[src/rtl/mem_arbiter.sv]
// mem_arbiter: arbitrates cache-line fetch, load and store requests onto a
// single-outstanding byte-serial memory-controller command port.
// Ports:
//   clk, rst (async, active-low), rdy (0 freezes), rollback (flush spec traffic)
//   if_req/if_addr -> if_done      fetch requester (full line, mc_len=0)
//   ld_req/ld_addr/ld_len -> ld_done
//   st_req/st_addr/st_len/st_wdata -> st_done
//   mc_en/mc_wr/mc_addr/mc_len/mc_wdata -> controller, mc_done <- controller
module mem_arbiter #(
  parameter int unsigned ADDR_W       = 32,
  parameter int unsigned STARVE_LIMIT = 4
) (
  input  logic              clk,
  input  logic              rst,
  input  logic              rdy,
  input  logic              rollback,
  input  logic              if_req,
  input  logic [ADDR_W-1:0] if_addr,
  output logic              if_done,
  input  logic              ld_req,
  input  logic [ADDR_W-1:0] ld_addr,
  input  logic [2:0]        ld_len,
  output logic              ld_done,
  input  logic              st_req,
  input  logic [ADDR_W-1:0] st_addr,
  input  logic [2:0]        st_len,
  input  logic [31:0]       st_wdata,
  output logic              st_done,
  output logic              mc_en,
  output logic              mc_wr,
  output logic [ADDR_W-1:0] mc_addr,
  output logic [2:0]        mc_len,
  output logic [31:0]       mc_wdata,
  input  logic              mc_done
);

  localparam logic [2:0] LIMIT = 3'(STARVE_LIMIT);

  typedef enum logic [1:0] {S_IDLE, S_BUSY, S_DRAIN, S_DONE} state_t;
  typedef enum logic [1:0] {OWN_IF, OWN_LD, OWN_ST} owner_t;

  state_t            r_state, w_state;
  owner_t            r_owner, w_owner;
  logic [2:0]        r_starve, w_starve;
  logic              r_pend, w_pend;
  logic              r_mc_en, w_mc_en;
  logic              r_mc_wr, w_mc_wr;
  logic [ADDR_W-1:0] r_mc_addr, w_mc_addr;
  logic [2:0]        r_mc_len, w_mc_len;
  logic [31:0]       r_mc_wdata, w_mc_wdata;
  logic              r_if_done, w_if_done;
  logic              r_ld_done, w_ld_done;
  logic              r_st_done, w_st_done;
  logic              w_mc_done;
  logic              w_gnt_if, w_gnt_ld, w_gnt_st;

  // Unsupported lengths are issued as a full word.
  function automatic logic [2:0] norm_len(input logic [2:0] len);
    return (len == 3'd1 || len == 3'd2 || len == 3'd4) ? len : 3'd4;
  endfunction

  // State and output registers.
  always_ff @(posedge clk or negedge rst) begin
    if (!rst) begin
      r_state    <= S_IDLE;
      r_owner    <= OWN_IF;
      r_starve   <= 3'd0;
      r_pend     <= 1'b0;
      r_mc_en    <= 1'b0;
      r_mc_wr    <= 1'b0;
      r_mc_addr  <= '0;
      r_mc_len   <= 3'd0;
      r_mc_wdata <= 32'd0;
      r_if_done  <= 1'b0;
      r_ld_done  <= 1'b0;
      r_st_done  <= 1'b0;
    end else begin
      r_state    <= w_state;
      r_owner    <= w_owner;
      r_starve   <= w_starve;
      r_pend     <= w_pend;
      r_mc_en    <= w_mc_en;
      r_mc_wr    <= w_mc_wr;
      r_mc_addr  <= w_mc_addr;
      r_mc_len   <= w_mc_len;
      r_mc_wdata <= w_mc_wdata;
      r_if_done  <= w_if_done;
      r_ld_done  <= w_ld_done;
      r_st_done  <= w_st_done;
    end
  end

  // Next-state, grant selection and command/done generation.
  always_comb begin
    w_state    = r_state;
    w_owner    = r_owner;
    w_starve   = r_starve;
    w_pend     = r_pend;
    w_mc_en    = r_mc_en;
    w_mc_wr    = r_mc_wr;
    w_mc_addr  = r_mc_addr;
    w_mc_len   = r_mc_len;
    w_mc_wdata = r_mc_wdata;
    w_if_done  = 1'b0;
    w_ld_done  = 1'b0;
    w_st_done  = 1'b0;
    w_gnt_if   = 1'b0;
    w_gnt_ld   = 1'b0;
    w_gnt_st   = 1'b0;
    // A completion seen while frozen is remembered until rdy returns.
    w_mc_done  = mc_done | r_pend;

    if (!rdy) begin
      w_pend = r_pend | mc_done;
    end else begin
      w_pend = 1'b0;
      unique case (r_state)
        S_IDLE: begin
          if (r_starve == LIMIT && if_req && !rollback) w_gnt_if = 1'b1;
          else if (st_req)                              w_gnt_st = 1'b1;
          else if (ld_req && !rollback)                 w_gnt_ld = 1'b1;
          else if (if_req && !rollback)                 w_gnt_if = 1'b1;

          if (!if_req || w_gnt_if) w_starve = 3'd0;
          else if ((w_gnt_st || w_gnt_ld) && r_starve < LIMIT)
            w_starve = r_starve + 3'd1;

          if (w_gnt_if) begin
            w_owner    = OWN_IF;
            w_mc_addr  = if_addr;
            w_mc_len   = 3'd0;
            w_mc_wdata = 32'd0;
          end else if (w_gnt_ld) begin
            w_owner    = OWN_LD;
            w_mc_addr  = ld_addr;
            w_mc_len   = norm_len(ld_len);
            w_mc_wdata = 32'd0;
          end else if (w_gnt_st) begin
            w_owner    = OWN_ST;
            w_mc_addr  = st_addr;
            w_mc_len   = norm_len(st_len);
            w_mc_wdata = st_wdata;
          end
          if (w_gnt_if || w_gnt_ld || w_gnt_st) begin
            w_state = S_BUSY;
            w_mc_en = 1'b1;
            w_mc_wr = w_gnt_st;
          end
        end
        S_BUSY: begin
          if (w_mc_done) begin
            w_state = S_DONE;
            w_mc_en = 1'b0;
            w_mc_wr = 1'b0;
            // Stores are committed and always acknowledged.
            w_if_done = (r_owner == OWN_IF) && !rollback;
            w_ld_done = (r_owner == OWN_LD) && !rollback;
            w_st_done = (r_owner == OWN_ST);
          end else if (rollback && r_owner != OWN_ST) begin
            w_state = S_DRAIN;
          end
        end
        S_DRAIN: begin
          if (w_mc_done) begin
            w_state = S_DONE;
            w_mc_en = 1'b0;
            w_mc_wr = 1'b0;
          end
        end
        S_DONE: w_state = S_IDLE;
        default: w_state = S_IDLE;
      endcase
    end
  end

  assign if_done  = r_if_done;
  assign ld_done  = r_ld_done;
  assign st_done  = r_st_done;
  assign mc_en    = r_mc_en;
  assign mc_wr    = r_mc_wr;
  assign mc_addr  = r_mc_addr;
  assign mc_len   = r_mc_len;
  assign mc_wdata = r_mc_wdata;

endmodule

[config.mk]
export PLATFORM = sky130hd
export DESIGN_NAME = mem_arbiter
export DESIGN_NICKNAME = d
export VERILOG_FILES = /design/src/rtl/mem_arbiter.sv
export SDC_FILE = /design/constraint.sdc
export NUM_CORES = 1
export LEC_CHECK = 0
export BUFFER_PORTS_ARGS = -buffer_cell sky130_fd_sc_hd__buf_2
export CORE_UTILIZATION = 48
export CTS_CLUSTER_DIAMETER = 40
export DETAILED_ROUTE_END_ITERATION = 10
export PLACE_DENSITY = 0.86
export SYNTH_ARGS = -nofsm -noshare
export SYNTH_HDL_FRONTEND = slang
export SYNTH_SLANG_ARGS = --single-unit
[constraint.sdc]
create_clock -name clk -period 4.7 [get_ports clk]
set_clock_uncertainty 0.15 [all_clocks]
set_input_delay 0.47 -clock clk [delete_from_list [all_inputs] [get_ports clk]]
set_output_delay 0.47 -clock clk [all_outputs]
set_load 0.05 [all_outputs]
==> Word-level counts from Yosys, hierarchy flattened <==
Index checks and enable logic that the tools add are counted.
{ "classes": {"n_reduce_logical": 28, "add_sub_neg": 1, "n_eq_ne": 17, "n_lt_le_gt_ge": 1, "n_mux": 51, "bitwise_logic": 1} }
{ "op_table": {"columns": ["cell", "n"], "rows": [
  ["32-bit two-way mux", 6],
  ["1-bit two-way mux", 28],
  ["3-bit two-way mux", 7],
  ["2-bit two-way mux", 7],
  ["3-bit equality test (second input constant)", 3],
  ["1-bit logical AND", 8],
  ["1-bit logical OR", 8],
  ["2-bit one-hot mux with 4 select lines", 1],
  ["4-bit AND reduction", 2],
  ["2-bit equality test (second input constant)", 3],
  ["3-bit by 1-bit equality test with 1-bit output (second input constant)", 2],
  ["3-bit by 2-bit equality test with 1-bit output (second input constant)", 2],
  ["2-bit inequality test (second input constant)", 3],
  ["3-bit AND reduction", 2],
  ["2-bit by 1-bit equality test with 1-bit output (second input constant)", 2],
  ["2-bit logical NOT", 2],
  ["1-bit one-hot mux with 2 select lines", 2],
  ["2-bit nonzero test", 2],
  ["3-bit by 1-bit adder with 3-bit output (second input constant)", 1],
  ["3-bit < comparator (second input constant)", 1],
  ["3-bit inequality test (second input constant)", 1],
  ["3-bit nonzero test", 1],
  ["1-bit logical NOT", 2],
  ["2-bit by 1-bit inequality test with 1-bit output (second input constant)", 1],
  ["2 further kinds", 2]
]} }
{ "word_totals": {"in_bits": 142, "wordCells": 111, "output_inout_bits": 72, "reg_bits": 80} }

==> Depth between registers and ports, before layout <==
Gate-level depths: netlist (run 1).
{ "depth": {"ltp_word": 12, "depth_mapped": 8, "mapped_depth_nobuf": 6} }

==> Least setup slack after synthesis (run 1) <==
OpenSTA, ideal clock, no wires.
{ "synth_timing": {"path_type": "input port to flip-flop", "startpoint": "input port st_req", "endpoint": "register r_mc_addr[23] (netlist: mc_addr[23])", "setup_time_ns": 0.126, "required_ns": 4.424, "path_buffers": 2, "t_arrival_ns": 1.529, "stages": 6, "setup_slack_ns": 2.895, "path_cell_list": "buf_2 nor3b_4 nand2_2 buf_2 a211oi_1 o21ai_1"} }
{ "synth_between": {"elab_chain_cells": 6, "elab_cells_between_ends": 16, "classes_between": "14 x mux; 2 x reduce/logical"} }
{ "synth_rtl": {"columns": ["item", "line", "text"], "rows": [
  ["from (decl)", "24", "input logic st_req,"],
  ["1-bit two-way mux", "120", "else if (st_req) w_gnt_st = 1'b1;"],
  ["1-bit two-way mux", "119", "if (r_starve == LIMIT && if_req && !rollback) w_gnt_if = 1'b1;"],
  ["1-bit two-way mux", "117", "unique case (r_state)"],
  ["1-bit two-way mux", "113", "if (!rdy) begin"],
  ["3-bit nonzero test (no source line) / 32-bit two-way mux (equally long branches)", null, null],
  ["3-bit AND reduction (no source line) / 32-bit two-way mux (equally long branches)", null, null],
  ["to (signal assigned)", "84", "r_mc_addr <= w_mc_addr;"],
  ["to (decl)", "48", "logic [ADDR_W-1:0] r_mc_addr, w_mc_addr;"]
]} }
Several ways; a longest one is shown, not always the timed one. The select of a mux whose other input is x is not followed.
A chain may end at the register's enable or synchronous reset.

==> Final worst setup path (run 1) <==
{ "layout_timing": {"startpoint": "register r_starve[0]", "endpoint": "register r_mc_len[1] (netlist: mc_len[1])"} }
{ "layout_between": {"elab_chain_cells": 8, "elab_cells_between_ends": 16, "classes_between": "1 x eq/ne; 11 x mux; 4 x reduce/logical"} }
{ "layout_rtl": {"columns": ["item", "line", "text"], "rows": [
  ["from (decl)", "44", "logic [2:0] r_starve, w_starve;"],
  ["from (signal assigned)", "80", "r_starve <= w_starve;"],
  ["3-bit equality test *", "119", null],
  ["1-bit logical AND * (2 in a row)", "119", null],
  ["1-bit two-way mux", "119", null],
  ["1-bit two-way mux", "117", null],
  ["1-bit two-way mux", "113", null],
  ["3-bit nonzero test (no source line) / 3-bit two-way mux (equally long branches)", null, null],
  ["3-bit AND reduction (no source line) / 3-bit two-way mux (equally long branches)", null, null],
  ["to (signal assigned)", "85", "r_mc_len <= w_mc_len;"],
  ["to (decl)", "49", "logic [2:0] r_mc_len, w_mc_len;"]
]} }
Mark *: on every way between the ends. The rest lies on a longest branch, timed or not. The select of a mux whose other input is x is not followed.

==> flow_summary.ini, run 1 <==
[run_status]
outcome = complete, no violations

[final_layout]
fillers = 660
stdcell_area_um2 = 5170
layout_commonest_cell = buf_2
final_cell_mix = buf_2 (212), dfrtp_1 (80), nand2_1 (33)
layout-drive-gt1-share_pct = 43.6
seqCellArea_um2 = 2000
num-nets-final = 711
multi_input_area_um2 = 1680
diodes = 0
syn2layout_area_growth_pct = 33.7

[synthesis]
yosysUniqueCellTypes = 45
synth_edf_count = 0
yosys_warnings = 0
synthXorXnorAreaFrac_pct = 0.452
synth_seq_cells = 80
synthMuxAreaShare_pct = 0.259
async_reset_ff_share_pct = 100
syn_area_per_cell_um2 = 10.6
syn_nets = 513
synth_top_family_by_area = compound AO/OA/AOI/OAI gates
synth-simple-area-share_pct = 11.2
synth_area_um2 = 3870
netlist_instances = 366
synth_compound_area_share_pct = 29.5
synth_top_area_cell = dfrtp_1
synth_top_area_share_pct = 51.7
synth_seq_area_share_pct = 51.7
synthAdderAreaFrac_pct = 1.62
synthTopCellsByArea = dfrtp_1 (52%), a22o_1 (7.2%), a211oi_1 (5.2%)
synthFlopType = dfrtp_1

[worst_setup_path]
worstPathArrival_ns = 2.91
endpoint_kind = flop
critPathKind = reg2reg
required_ns = 4.77
path_max_fanout = 26
cp-start-kind = flop

[drt]
num_vias = 3840
firstDrtPassIters = 5
wl_per_cell_um = 16.7
drt_wl_total_um = 11200
ant_nets = 0
viasPerCell = 5.72
drc = 0
drt_iter0_markers = 145

[clocking]
post_cts_buffers = 0
clk_latency_ns = 0.33
htreeDepth = 3
hold_buffers = 0
path_clk_slew_ns = 0.09
cts-buffers-inserted = 9
cts_tree = yes
cts_root_buffer = clkbuf_8
clockBufferDepth = 2
ctsResizeCount = 0
cts_sinks = 80

[global_routing]
grt_use_total_pct = 26.8
top_usage_layer = met2
grt_pass1_vias = 3681
gr-usage-met3_pct = 5.47
met1_usage_pct = 34.6
grt_max_degree = 81
grt_util_met2_pct = 44.2
overflow = 0
grt_pass1_wl_um = 17900
antenna_found_initial = 0

[sta]
finalSetupTns_ns = 0
period_needed_ns = 2.84
period_share_pct = 60.5
fmaxAchievable_ghz = 0.352
hold_viol = 0
whs_ns = 0.126
max_slew_margin_pct = 21.7
worst_slew_pin_slew_ns = 1.17
slew_violations = 0
rsz0062_at_grt = no
setup_viol = 0

[place]
dpl_cell_area_um2 = 4920
dp_hpwl_um = 8030
gp_congestion = 0.895
io_buffers = 213

[hold_path]
min_path_type = in2async

[die]
rows = 32
die_area_um2 = 8430
die_h_um = 91.8
io_pins = 214
core_area_um2 = 7770
dieWidth_um = 91.8
initial_core_util_pct = 49.8

[power]
ir_drop_v = 0.000310
cellLeakagePower_uw = 0.00275
p_per_area_nw_per_um2 = 726
finalPower_uw = 3760

[flow_run]
cap_violations = 0
-- routing by layer --
metal	wire length [µm]	part of all wire, %	vias up
met3	773	6.9	36
met4	337	3.0	0
met5	0	0	-
li1	-	-	1765
met2	5540	49	210
met1	4580	41	1829
-- cell type report --
type	count	share of cell area, %
sequential	80	38.7
timing repair buffer	215	20.9
clock buffer	10	2.66
clock inverter	6	2.22
tap	102	2.47
multi-input combinational	249	32.4
inverter	9	0.653
-- metrics by stage --
step                cells  utilization [%]  setup WS (ns)
global route          671             66.6           1.60
CTS                   671             66.6           1.87
detailed placement    655             63.4           1.88
global placement      655             63.4           2.02
finish                671             66.6           1.86
floorplan             366                -           2.90
-- report_power, final --
part           switching, µW  internal, µW
Sequential               186           993
Clock                    254           370
Combinational           1440           512
-- critical path, stage by stage, from the launching register on --
cell and delay (ns):
dfrtp_1 0.42, inv_1 0.07, ha_1 0.24, nand3_1 0.62, nand2_2 0.72, nor3_1 0.13, a221o_1 0.37
-- synthesized netlist by cell type (9+ instances only) --
cell      count
a211oi_1     27
a21oi_1      12
a22o_1       32
a22oi_1      12
and3_1       23
buf_2        10
clkbuf_1      9
dfrtp_1      80
inv_1         9
nand2_1      33
o21ai_0      26
o21ai_1      27
-- cells by family after synthesis --
| logic type | after synthesis |
|---|---|
| xor gates and xnor gates | 2 |
| buffers and inverters | 37 |
| muxes | 1 |
| DFF | 80 |
| and+or+nand+nor | 81 |
| adders and majority gates | 5 |
| AOI/OAI and AO/OA | 160 |
-- sequential cells by signal, summed over array words and instances (netlist names) --
signal,cells
if_done,1
ld_done,1
mc_addr,32
mc_en,1
mc_len,3
mc_wdata,32
mc_wr,1
r_owner,2
r_pend,1
r_starve,3
r_state,2
st_done,1
-- final timing paths --
check / from / end / slack (ns) / cells after the start
worst max-delay path: r_starve[0] / mc_len[1] / 1.86 / 6
worst min-delay path: rst / mc_addr[8] / 0.13 / 1
worst max register to register: r_starve[0] / mc_len[1] / 1.86 / 6
worst min register to register: mc_addr[25] / mc_addr[25] / 0.34 / 2
max in group asynchronous: rst / r_pend / 3.60 / 1
min in group clk: st_wdata[8] / mc_wdata[8] / 0.20 / 2
Note: power is estimated with default switching activity, not from simulation.
==> inputs of run 2 (changes only) <==
--- a/config.mk
+++ b/config.mk
@@ -5,11 +5,12 @@
 export SDC_FILE = /design/constraint.sdc
 export NUM_CORES = 1
 export LEC_CHECK = 0
+export ABC_AREA = 1
 export BUFFER_PORTS_ARGS = -buffer_cell sky130_fd_sc_hd__buf_2
-export CORE_UTILIZATION = 48
+export CORE_UTILIZATION = 47
 export CTS_CLUSTER_DIAMETER = 40
 export DETAILED_ROUTE_END_ITERATION = 10
-export PLACE_DENSITY = 0.86
+export PLACE_DENSITY = 0.81
 export SYNTH_ARGS = -nofsm -noshare
 export SYNTH_HDL_FRONTEND = slang
 export SYNTH_SLANG_ARGS = --single-unit
==> constraint.sdc (replaced) <==
create_clock -name clk -period 2.7 [get_ports clk]
set_clock_uncertainty 0.15 [all_clocks]
set_input_delay 0.27 -clock clk [delete_from_list [all_inputs] [get_ports clk]]
set_output_delay 0.27 -clock clk [all_outputs]
set_load 0.05 [all_outputs]
==> run 2 against run 1 <==
Compared with the run above: critical path type unchanged; power increased by 71%; utilization up 0.74 points; register-to-register slack lost 1.5 ns; sequential power grew 70%; combinational power is 78% higher; count of clock-buffer cells in the layout is 1 lower; largest cell class unchanged; first-iteration DRC count increased by 26%; sequential share of layout area decreased by 5.3 points; worst hold slack got worse by 0.086 ns; non-clock buffer count rose by 40; synthesized cell count grew 70%; critical path depth up 5.
==> flow_summary.ini, run 2 <==
[synthesis]
synth_top_area_share_pct = 45.4
async_reset_ff_share_pct = 100
synth_top_area_cell = dfrtp_1
synth_area_um2 = 4410
synthTopCellsByArea = dfrtp_1 (45%), nand2_1 (28%), nand3_1 (8.4%)
synth_seq_area_share_pct = 45.4
synth_edf_count = 0
synthFlopType = dfrtp_1
syn_area_per_cell_um2 = 7.07
syn_nets = 771
netlist_instances = 624
yosysUniqueCellTypes = 21
yosysMostFrequentCell = nand2_1
synth_common_cells = nand2_1 (327), dfrtp_1 (80), nand3_1 (74), inv_1 (67), buf_6 (14)
synth_seq_cells = 80
yosys_warnings = 0

[die]
io_pins = 214
rows = 34
die_area_um2 = 9780
initial_core_util_pct = 49.6
die_h_um = 98.9
dieWidth_um = 98.9
core_area_um2 = 8890

[sta]
slew_violations = 0
finalSetupTns_ns = 0
period_share_pct = 85.8
worst_slew_pin_slew_ns = 1.01
period_needed_ns = 2.32
fmaxAchievable_ghz = 0.431
hold_viol = 0
max_slew_margin_pct = 32.6
whs_ns = 0.0408
setup_viol = 0
rsz0062_at_grt = no

[final_layout]
layout-drive-gt1-share_pct = 29.0
syn2layout_area_growth_pct = 35.7
fillers = 750
seqCellArea_um2 = 2000
stdcell_count = 973
layout_commonest_cell = nand2_1
multi_input_area_um2 = 1910
final_cell_mix = nand2_1 (327), buf_2 (212), dfrtp_1 (80)
diodes = 0
num-nets-final = 1007

[global_routing]
overflow = 0
grt_pass1_wl_um = 21900
grt_use_total_pct = 28.4
grt_pass1_vias = 4870
grt_max_degree = 81
antenna_found_initial = 0

[drt]
ant_nets = 0
num_vias = 4869
drc = 0
firstDrtPassIters = 5
drt_wl_total_um = 13300
wl_per_cell_um = 13.7
drt_iter0_markers = 182
viasPerCell = 5.00

[clocking]
cts_sinks = 80
cts_root_buffer = clkbuf_8
clockBufferDepth = 2
cts-buffers-inserted = 9
htreeDepth = 3
cts_tree = yes
ctsResizeCount = 0
path_clk_slew_ns = 0.10
clk_latency_ns = 0.35
post_cts_buffers = 0
hold_buffers = 33

[worst_setup_path]
cp-start-kind = flop
worstPathCellList = inv_1 -> ha_1 -> nand2_1 -> inv_1 -> nand2_4 -> nand2_2 -> nand2_1 -> nor2_4 -> buf_4 -> nand2_1 -> nand2_1
crit_slowest_cell = dfrtp_1
crit_path_frequent_cell = nand2_1
path_max_fanout = 32
worstPathArrival_ns = 2.47
cp_slowest_stage_delay_ns = 0.40
required_ns = 2.85
critPathKind = reg2reg
endpoint_kind = flop

[flow_run]
cap_violations = 0

[place]
dp_hpwl_um = 9090
gp_congestion = 0.856
dp.cells = 924
io_buffers = 213

[power]
ir_drop_v = 0.000658
p_per_area_nw_per_um2 = 1070
cellLeakagePower_uw = 0.00372

[hold_path]
min_path_type = in2reg

[run_status]
outcome = complete, no violations
run 2: cell types whose count changed after synthesis, sizes merged, moves of 23 or more:
cell and change:
a211oi -27, nand3 +72, nand2 +297, a22o -32, and3 -23, o21ai -49, inv +62
run 2: critical path: cells and delay by family (launching register included):
family                   cells  cell delay [ns]
AND/OR/NAND/NOR              7             1.01
buffers and inverters        3             0.54
flip-flops                   1             0.40
adder cells (fa/ha/maj)      1             0.15
run 2: cells by family after synthesis:
logic type	Yosys count	share of synthesized area, %
buffers and inverters	101	11.5
flip-flops	80	45.4
AO/OA/AOI/OAI	10	1.22
adder cells (fa/ha/maj)	5	1.42
AND/OR/NAND/NOR	428	40.5
run 2: final cells by class:
type | count | area share (%)
inverter | 71 | 4.45
multi-input combinational | 443 | 31.9
clock inverter | 7 | 1.42
clock buffer | 9 | 2.07
sequential | 80 | 33.4
timing repair buffer | 255 | 24.5
tap | 108 | 2.26
run 2: worst paths after layout:
check                       startpoint      endpoint  slack, ns  depth (start not counted)
max in group asynchronous          rst    mc_addr[4]       1.27                          2
max reg2reg                r_starve[0]  mc_wdata[16]       0.38                         11
max                        r_starve[0]  mc_wdata[16]       0.38                         11
min in group asynchronous          rst   mc_addr[12]       0.45                          2
min reg2reg                 r_owner[0]       if_done       0.31                          1
min                         ld_addr[2]    mc_addr[2]       0.04                          3
run 2: where the power goes:
group,internal (µW),switching (µW)
Combinational,825,2660
Clock,447,491
Sequential,1710,306
run 2: through the flow:
step / worst slack (ns) / power (µW) / area, µm² / utilization, %
finish: 0.382 / 6440 / 5990 / 67.4
global route: 0.101 / 6810 / 5990 / 67.4
CTS: 0.404 / 6430 / 5990 / 67.4
detailed placement: 0.414 / 5450 / 5450 / 61.3
global placement: 0.523 / 5350 / 5450 / 61.3
floorplan: 1.05 / 4620 / 4410 / -
run 2: metal layers:
metal  part of all wire, %  up-vias  global-route usage [%]
li1                      -     2357                       -
met1                    39     2202                    34.0
met2                    49      251                    48.4
met3                   7.3       59                    5.53
met4                   4.4        0                    15.4
met5                     0        -                       0
